$ cat src/rtl/spi_paddle_tx_if.sv
// Word handshake between a paddle-word producer and spi_paddle_tx.
// repeat_en travels with the handshake because it qualifies what happens when no word is offered.
interface spi_paddle_tx_if #(
  parameter int unsigned DATA_BITS = 9
);
  logic [DATA_BITS-1:0] tx_data;
  logic                 tx_valid;
  logic                 tx_ready;
  logic                 repeat_en;

  modport master (
    output tx_data,
    output tx_valid,
    output repeat_en,
    input  tx_ready
  );

  modport slave (
    input  tx_data,
    input  tx_valid,
    input  repeat_en,
    output tx_ready
  );
endinterface

$ cat src/rtl/spi_paddle_tx.sv
// SPI mode-0 transmitter for paddle-position words: MSB first, framed by ss_n, with SCLK phases
// stretched to CLK_DIV clk cycles so a synchronised receiver sees every edge.
module spi_paddle_tx #(
  parameter int unsigned DATA_BITS = 9,
  parameter int unsigned CLK_DIV   = 4,
  parameter int unsigned GAP       = 8
) (
  input  logic           clk_i,
  input  logic           reset_i,
  spi_paddle_tx_if.slave tx_io,
  output logic           spi_sclk_o,
  output logic           spi_mosi_o,
  output logic           spi_ss_n_o,
  output logic           done_o
);

  localparam int unsigned IdxW = (DATA_BITS > 1) ? $clog2(DATA_BITS) : 1;

  localparam logic [7:0]      DivLoad = 8'(CLK_DIV - 1);
  localparam logic [7:0]      GapLoad = 8'(GAP - 1);
  localparam logic [IdxW-1:0] IdxLoad = IdxW'(DATA_BITS - 1);

  typedef enum logic [2:0] {
    StIdle,
    StShiftLo,
    StShiftHi,
    StTrail,
    StGap
  } state_e;

  state_e               state_q, state_d;
  logic [7:0]           cnt_q, cnt_d;
  logic [IdxW-1:0]      idx_q, idx_d;
  logic [DATA_BITS-1:0] shift_q, shift_d;
  logic [DATA_BITS-1:0] last_q, last_d;
  logic                 armed_q, armed_d;

  logic sclk_q, sclk_d;
  logic mosi_q, mosi_d;
  logic ss_n_q, ss_n_d;
  logic done_q, done_d;
  logic ready_q, ready_d;

  logic phase_end;
  logic accept;
  logic in_frame_d;

  assign phase_end = (cnt_q == 8'd0);
  assign accept    = tx_io.tx_valid & ready_q;

  // Next-state logic: every phase reloads the divider on entry and ends when it reaches zero.
  always_comb begin
    state_d = state_q;
    cnt_d   = cnt_q;
    idx_d   = idx_q;
    shift_d = shift_q;
    last_d  = last_q;
    armed_d = armed_q;

    unique case (state_q)
      StIdle: begin
        if (accept) begin
          shift_d = tx_io.tx_data;
          last_d  = tx_io.tx_data;
          armed_d = 1'b1;
          idx_d   = IdxLoad;
          cnt_d   = DivLoad;
          state_d = StShiftLo;
        end else if (tx_io.repeat_en && armed_q) begin
          shift_d = last_q;
          idx_d   = IdxLoad;
          cnt_d   = DivLoad;
          state_d = StShiftLo;
        end
      end

      StShiftLo: begin
        if (phase_end) begin
          cnt_d   = DivLoad;
          state_d = StShiftHi;
        end else begin
          cnt_d = cnt_q - 8'd1;
        end
      end

      StShiftHi: begin
        if (phase_end) begin
          cnt_d = DivLoad;
          if (idx_q == '0) begin
            state_d = StTrail;
          end else begin
            // The next bit moves into the MSB so mosi always comes from one fixed position.
            idx_d   = idx_q - IdxW'(1);
            shift_d = shift_q << 1;
            state_d = StShiftLo;
          end
        end else begin
          cnt_d = cnt_q - 8'd1;
        end
      end

      StTrail: begin
        if (phase_end) begin
          cnt_d   = GapLoad;
          state_d = StGap;
        end else begin
          cnt_d = cnt_q - 8'd1;
        end
      end

      StGap: begin
        if (phase_end) begin
          state_d = StIdle;
        end else begin
          cnt_d = cnt_q - 8'd1;
        end
      end

      default: begin
        state_d = StIdle;
      end
    endcase
  end

  // Outputs are decoded from the next state so that every pin comes straight from a flop.
  always_comb begin
    in_frame_d = (state_d == StShiftLo) || (state_d == StShiftHi) || (state_d == StTrail);
    ss_n_d     = ~in_frame_d;
    sclk_d     = (state_d == StShiftHi);
    mosi_d     = in_frame_d ? shift_d[DATA_BITS-1] : 1'b0;
    done_d     = (state_q == StTrail) && (state_d == StGap);
    ready_d    = (state_d == StIdle);
  end

  always_ff @(posedge clk_i) begin
    if (reset_i) begin
      state_q <= StIdle;
      cnt_q   <= 8'd0;
      idx_q   <= '0;
      shift_q <= '0;
      last_q  <= '0;
      armed_q <= 1'b0;
      sclk_q  <= 1'b0;
      mosi_q  <= 1'b0;
      ss_n_q  <= 1'b1;
      done_q  <= 1'b0;
      ready_q <= 1'b1;
    end else begin
      state_q <= state_d;
      cnt_q   <= cnt_d;
      idx_q   <= idx_d;
      shift_q <= shift_d;
      last_q  <= last_d;
      armed_q <= armed_d;
      sclk_q  <= sclk_d;
      mosi_q  <= mosi_d;
      ss_n_q  <= ss_n_d;
      done_q  <= done_d;
      ready_q <= ready_d;
    end
  end

  assign spi_sclk_o     = sclk_q;
  assign spi_mosi_o     = mosi_q;
  assign spi_ss_n_o     = ss_n_q;
  assign done_o         = done_q;
  assign tx_io.tx_ready = ready_q;

endmodule

$ cat src/flat_wrapper.sv
// flat-port wrapper written by rule: the top's interface ports become plain ports
module spi_paddle_tx_flat 
#(
  parameter int unsigned DATA_BITS = 9,
  parameter int unsigned CLK_DIV   = 4,
  parameter int unsigned GAP       = 8
)
  (clk_i, reset_i, spi_sclk_o, spi_mosi_o, spi_ss_n_o, done_o, tx_io_tx_data, tx_io_tx_valid, tx_io_repeat_en, tx_io_tx_ready);
  spi_paddle_tx_if #(.DATA_BITS(DATA_BITS)) tx_io_i ();
  input  logic clk_i;
  input  logic reset_i;
  output logic spi_sclk_o;
  output logic spi_mosi_o;
  output logic spi_ss_n_o;
  output logic done_o;
  input wire logic [$bits(tx_io_i.tx_data)-1:0] tx_io_tx_data;
  input wire logic [$bits(tx_io_i.tx_valid)-1:0] tx_io_tx_valid;
  input wire logic [$bits(tx_io_i.repeat_en)-1:0] tx_io_repeat_en;
  output wire logic [$bits(tx_io_i.tx_ready)-1:0] tx_io_tx_ready;
  assign tx_io_i.tx_data = tx_io_tx_data;
  assign tx_io_i.tx_valid = tx_io_tx_valid;
  assign tx_io_i.repeat_en = tx_io_repeat_en;
  assign tx_io_tx_ready = tx_io_i.tx_ready;
  spi_paddle_tx #(.DATA_BITS(DATA_BITS), .CLK_DIV(CLK_DIV), .GAP(GAP)) u_core (.clk_i(clk_i), .reset_i(reset_i), .tx_io(tx_io_i), .spi_sclk_o(spi_sclk_o), .spi_mosi_o(spi_mosi_o), .spi_ss_n_o(spi_ss_n_o), .done_o(done_o));
endmodule
$ cat config.mk
export PLATFORM = sky130hd
export DESIGN_NAME = spi_paddle_tx_flat
export DESIGN_NICKNAME = d
export VERILOG_FILES = /design/src/rtl/spi_paddle_tx_if.sv /design/src/rtl/spi_paddle_tx.sv /design/src/flat_wrapper.sv
export SDC_FILE = /design/constraint.sdc
export NUM_CORES = 1
export LEC_CHECK = 0
export ABC_AREA = 1
export BUFFER_PORTS_ARGS = -buffer_cell sky130_fd_sc_hd__buf_2
export CAP_MARGIN = 10
export CELL_PAD_IN_SITES_DETAIL_PLACEMENT = 1
export CELL_PAD_IN_SITES_GLOBAL_PLACEMENT = 2
export CORE_ASPECT_RATIO = 1.4
export CORE_MARGIN = 5
export CORE_UTILIZATION = 37
export CTS_BUF_LIST = sky130_fd_sc_hd__clkbuf_8
export DETAILED_ROUTE_END_ITERATION = 6
export PLACE_DENSITY_LB_ADDON = 0.1
export SLEW_MARGIN = 20
export SYNTH_ARGS = -nofsm -noshare
export SYNTH_HDL_FRONTEND = slang
export SYNTH_SLANG_ARGS = --single-unit
$ cat constraint.sdc
create_clock -name clk_i -period 2.24 [get_ports clk_i]
set_input_delay 0.448 -clock clk_i [delete_from_list [all_inputs] [get_ports clk_i]]
set_output_delay 0.448 -clock clk_i [all_outputs]
set_load 0.05 [all_outputs]
==> metrics.yaml <==
yosys:
  syn_avg_cell_area_um2: 6.816
  synth_mux_area_share_pct: 0
  ys_seq_elements: 39
  synth.distinct_cells: 28
  netlist_area_um2: 1963
  ys_seq_area_share_pct: 39.77
  syn_inst: 288
  syn-num-nets: 303
  yosysWarnings: 0
  synth_compound_area_share_pct: 13.64
  synth_top_family_by_area: "simple AND/OR/NAND/NOR gates"
  synth-simple-area-share_pct: 34.67
  synth-xor-area-share_pct: 3.123
  synth_fa_ha_area_share_pct: 1.275
sta:
  setup_viol: 0
  clock.fmax_ghz: 0.5318
  period_share_pct: 83.95
  tightest_slew_ps: 507.1
  whs_ps: 417.7
  skew_ps: 4.541
  min_period_ps: 1880
  finalHoldViolCount: 0
  fin_tns_setup_ps: 0
  max_slew_margin_pct: 66.16
  rsz0062_at_grt: "no"
  report.final.slew_viol_count: 0
final_layout:
  antenna_cells: 0
  drive_above_1_share_pct: 14.29
  mostFrequentLayoutCells: "nand2_1, dfxtp_1, nor2_1, inv_1, a21oi_1"
  fin_area_um2: 2200
  syn2layout_area_growth_pct: 12.05
  nets: 322
  final_common_cell: "nand2_1"
setup_path:
  crit_type: "register to register"
  cp_max_fo: 13
  r2r-end: "u_core.idx_q[0]"
  reg2regPathDepth: 9
  rrSetupSlack_ps: 360
  cp-endpoint: "u_core.idx_q[0]"
  reg2reg_from: "u_core.cnt_q[0]"
  cp-startpoint: "u_core.cnt_q[0]"
  critPathLaunchType: "register"
  cp.arrival_ps: 2070
  critPathCaptureType: "register"
  worst_ep_required_time_ps: 2430
global_route:
  grt.overflow.total: 0
  grt_first_pass_wirelength_um: 9142
  antenna_found_initial: 0
  first_global_vias: 1956
  grt_max_degree: 21
  grt_usage_pct: 17.01
clock_tree:
  htreeDepth: 2
  post-cts-setup-buffer-count: 0
  cts_root_buf: "clkbuf_8"
  path_clk_slew_ps: 80
  clkSinkCount: 39
  clock_latency_ps: 290
  post_cts_resized: 0
  cts_tree: "done"
  cts_made_buffers: 5
  cts_max_path_buffers: 2
  ctsHoldBuffers: 0
floorplanning:
  die_h_um: 96.19
  die_area_um2: 6883
  pin_count: 18
  std_cell_rows: 31
  die_w_um: 71.56
  start_util_pct: 38.05
  core-area_um2: 5159
routing:
  drc: 0
  wire_per_inst_um: 14.21
  initialDrtViolationCount: 69
  wirelength_um: 5316
  via_count: 1876
  via_per_inst: 5.016
  drt-pass1-iter-count: 4
  antenna_left: 0
power:
  switchingPower_uw: 1692
  seqPwrFrac_pct: 31.5
  switching_share_pct: 48.68
  clock_power_share_pct: 15.0
  vdd.ir_drop.worst_uv: 681.4
  combPwrFrac_pct: 53.4
  internal_power_uw: 1784
  p_leak_uw: 0.001039
  p_per_area_nw_per_um2: 1580
outcome:
  status: "complete, no violations"
placed_design:
  hpwl_um: 4035
  port_buffers: 17
  gp_congestion: 0.7826
  post_dp_cell_area_um2: 2100
job:
  drv_cap: 0
worst_hold_path:
  min_path_type: "primary input to register"
==> layer usage <==
| metal | GRT usage, % | vias up | part of all wire (%) |
|---|---|---|---|
| met5 | 0 | - | 0 |
| met4 | 7.837 | 0 | 3.0 |
| met3 | 3.135 | 13 | 2.0 |
| met2 | 31.37 | 21 | 53 |
| met1 | 18.64 | 884 | 42 |
| li1 | - | 958 | - |
==> worst max-delay path, cell delays in order (launching register included) <==
cell and delay (ps):
dfxtp_1 330, inv_1 60, ha_1 230, nand2_2 120, nor2_4 330, nand3_2 150, nand2_2 230, inv_2 140
a21oi_1 140, nor2_1 50
==> Yosys cell counts <==
| master | n | share of area [%] |
|---|---|---|
| a21oi_1 | 22 | 5.6 |
| a21oi_2 | 1 | 0.45 |
| buf_2 | 1 | 0.25 |
| buf_4 | 1 | 0.38 |
| buf_6 | 2 | 1.1 |
| clkbuf_1 | 3 | 0.57 |
| clkinv_1 | 2 | 0.38 |
| dfxtp_1 | 39 | 40 |
| ha_1 | 2 | 1.3 |
| inv_1 | 21 | 4.0 |
| inv_2 | 4 | 0.76 |
| nand2_1 | 82 | 16 |
| nand2_2 | 5 | 1.6 |
| nand2_4 | 1 | 0.57 |
| nand3_1 | 21 | 5.4 |
| nand3_2 | 1 | 0.51 |
| nand4_1 | 4 | 1.3 |
| nor2_1 | 36 | 6.9 |
| nor2_2 | 1 | 0.32 |
| nor2_4 | 3 | 1.7 |
| nor3_1 | 1 | 0.25 |
| nor3_2 | 1 | 0.51 |
| o21a_1 | 1 | 0.38 |
| o21ai_0 | 16 | 4.1 |
| o21ai_1 | 9 | 2.3 |
| o21ai_4 | 1 | 0.83 |
| xnor2_1 | 4 | 1.8 |
| xor2_1 | 3 | 1.3 |
==> registers in the layout, indices dropped and copies added (netlist names) <==
name	cells
u_core.state_q	3
u_core.spi_ss_n_o	1
u_core.spi_mosi_o	1
u_core.last_q	9
u_core.spi_sclk_o	1
u_core.idx_q	4
u_core.tx_io.tx_ready	1
u_core.done_o	1
u_core.armed_q	1
u_core.cnt_q	8
u_core.shift_q	9
==> power groups by stage <==
stage / registers [µW] / clock network, µW / logic [µW]
6_report: 1100 / 523 / 1860
5_1_grt: 1130 / 577 / 2110
4_1_cts: 1100 / 542 / 1890
3_5_place_dp: 1110 / 0 / 1880
3_3_place_gp: 1110 / 0 / 1850
2_1_floorplan: 1170 / 0 / 1430
==> worst min path at each step <==
| stage | startpoint | to | slack (ps) | cells past startpoint |
|---|---|---|---|---|
| 2_1_floorplan | u_core.armed_q | u_core.armed_q | 440 | 1 |
| 3_3_place_gp | u_core.armed_q | u_core.armed_q | 450 | 1 |
| 3_5_place_dp | u_core.last_q[5] | u_core.last_q[5] | 460 | 2 |
| 4_1_cts | tx_io_tx_data[5] | u_core.last_q[5] | 410 | 3 |
| 5_1_grt | tx_io_tx_data[4] | u_core.last_q[4] | 410 | 3 |
| 6_report | tx_io_tx_data[5] | u_core.last_q[5] | 420 | 3 |
==> cell type report <==
cell class	instances	area (µm²)
sequential	39	780.7
tap	66	82.58
timing repair buffer	19	100.1
clock buffer	7	96.34
inverter	27	101.3
clock inverter	1	3.754
fill	699	2959
multi-input combinational	215	1035
==> cell families (layout without fill, tap and decap cells) <==
kind of cell             count (synthesis)  after routing
buffers and inverters                   34             54
XOR/XNOR                                 7              7
AND/OR/NAND/NOR                        156            156
AO/OA/AOI/OAI                           50             50
flip-flops                              39             39
adder cells (fa/ha/maj)                  2              2
==> per-stage QoR <==
step	power, µW	setup slack, ps	std cells	util [%]
6_report	3476	359.6	374	42.64
5_1_grt	3817	124.9	374	42.64
3_3_place_gp	2957	415.0	366	40.70
2_1_floorplan	2596	649.9	288	-
4_1_cts	3524	337.2	374	42.64
3_5_place_dp	2990	346.4	366	40.70
Note: power is estimated with default switching activity, not from simulation.
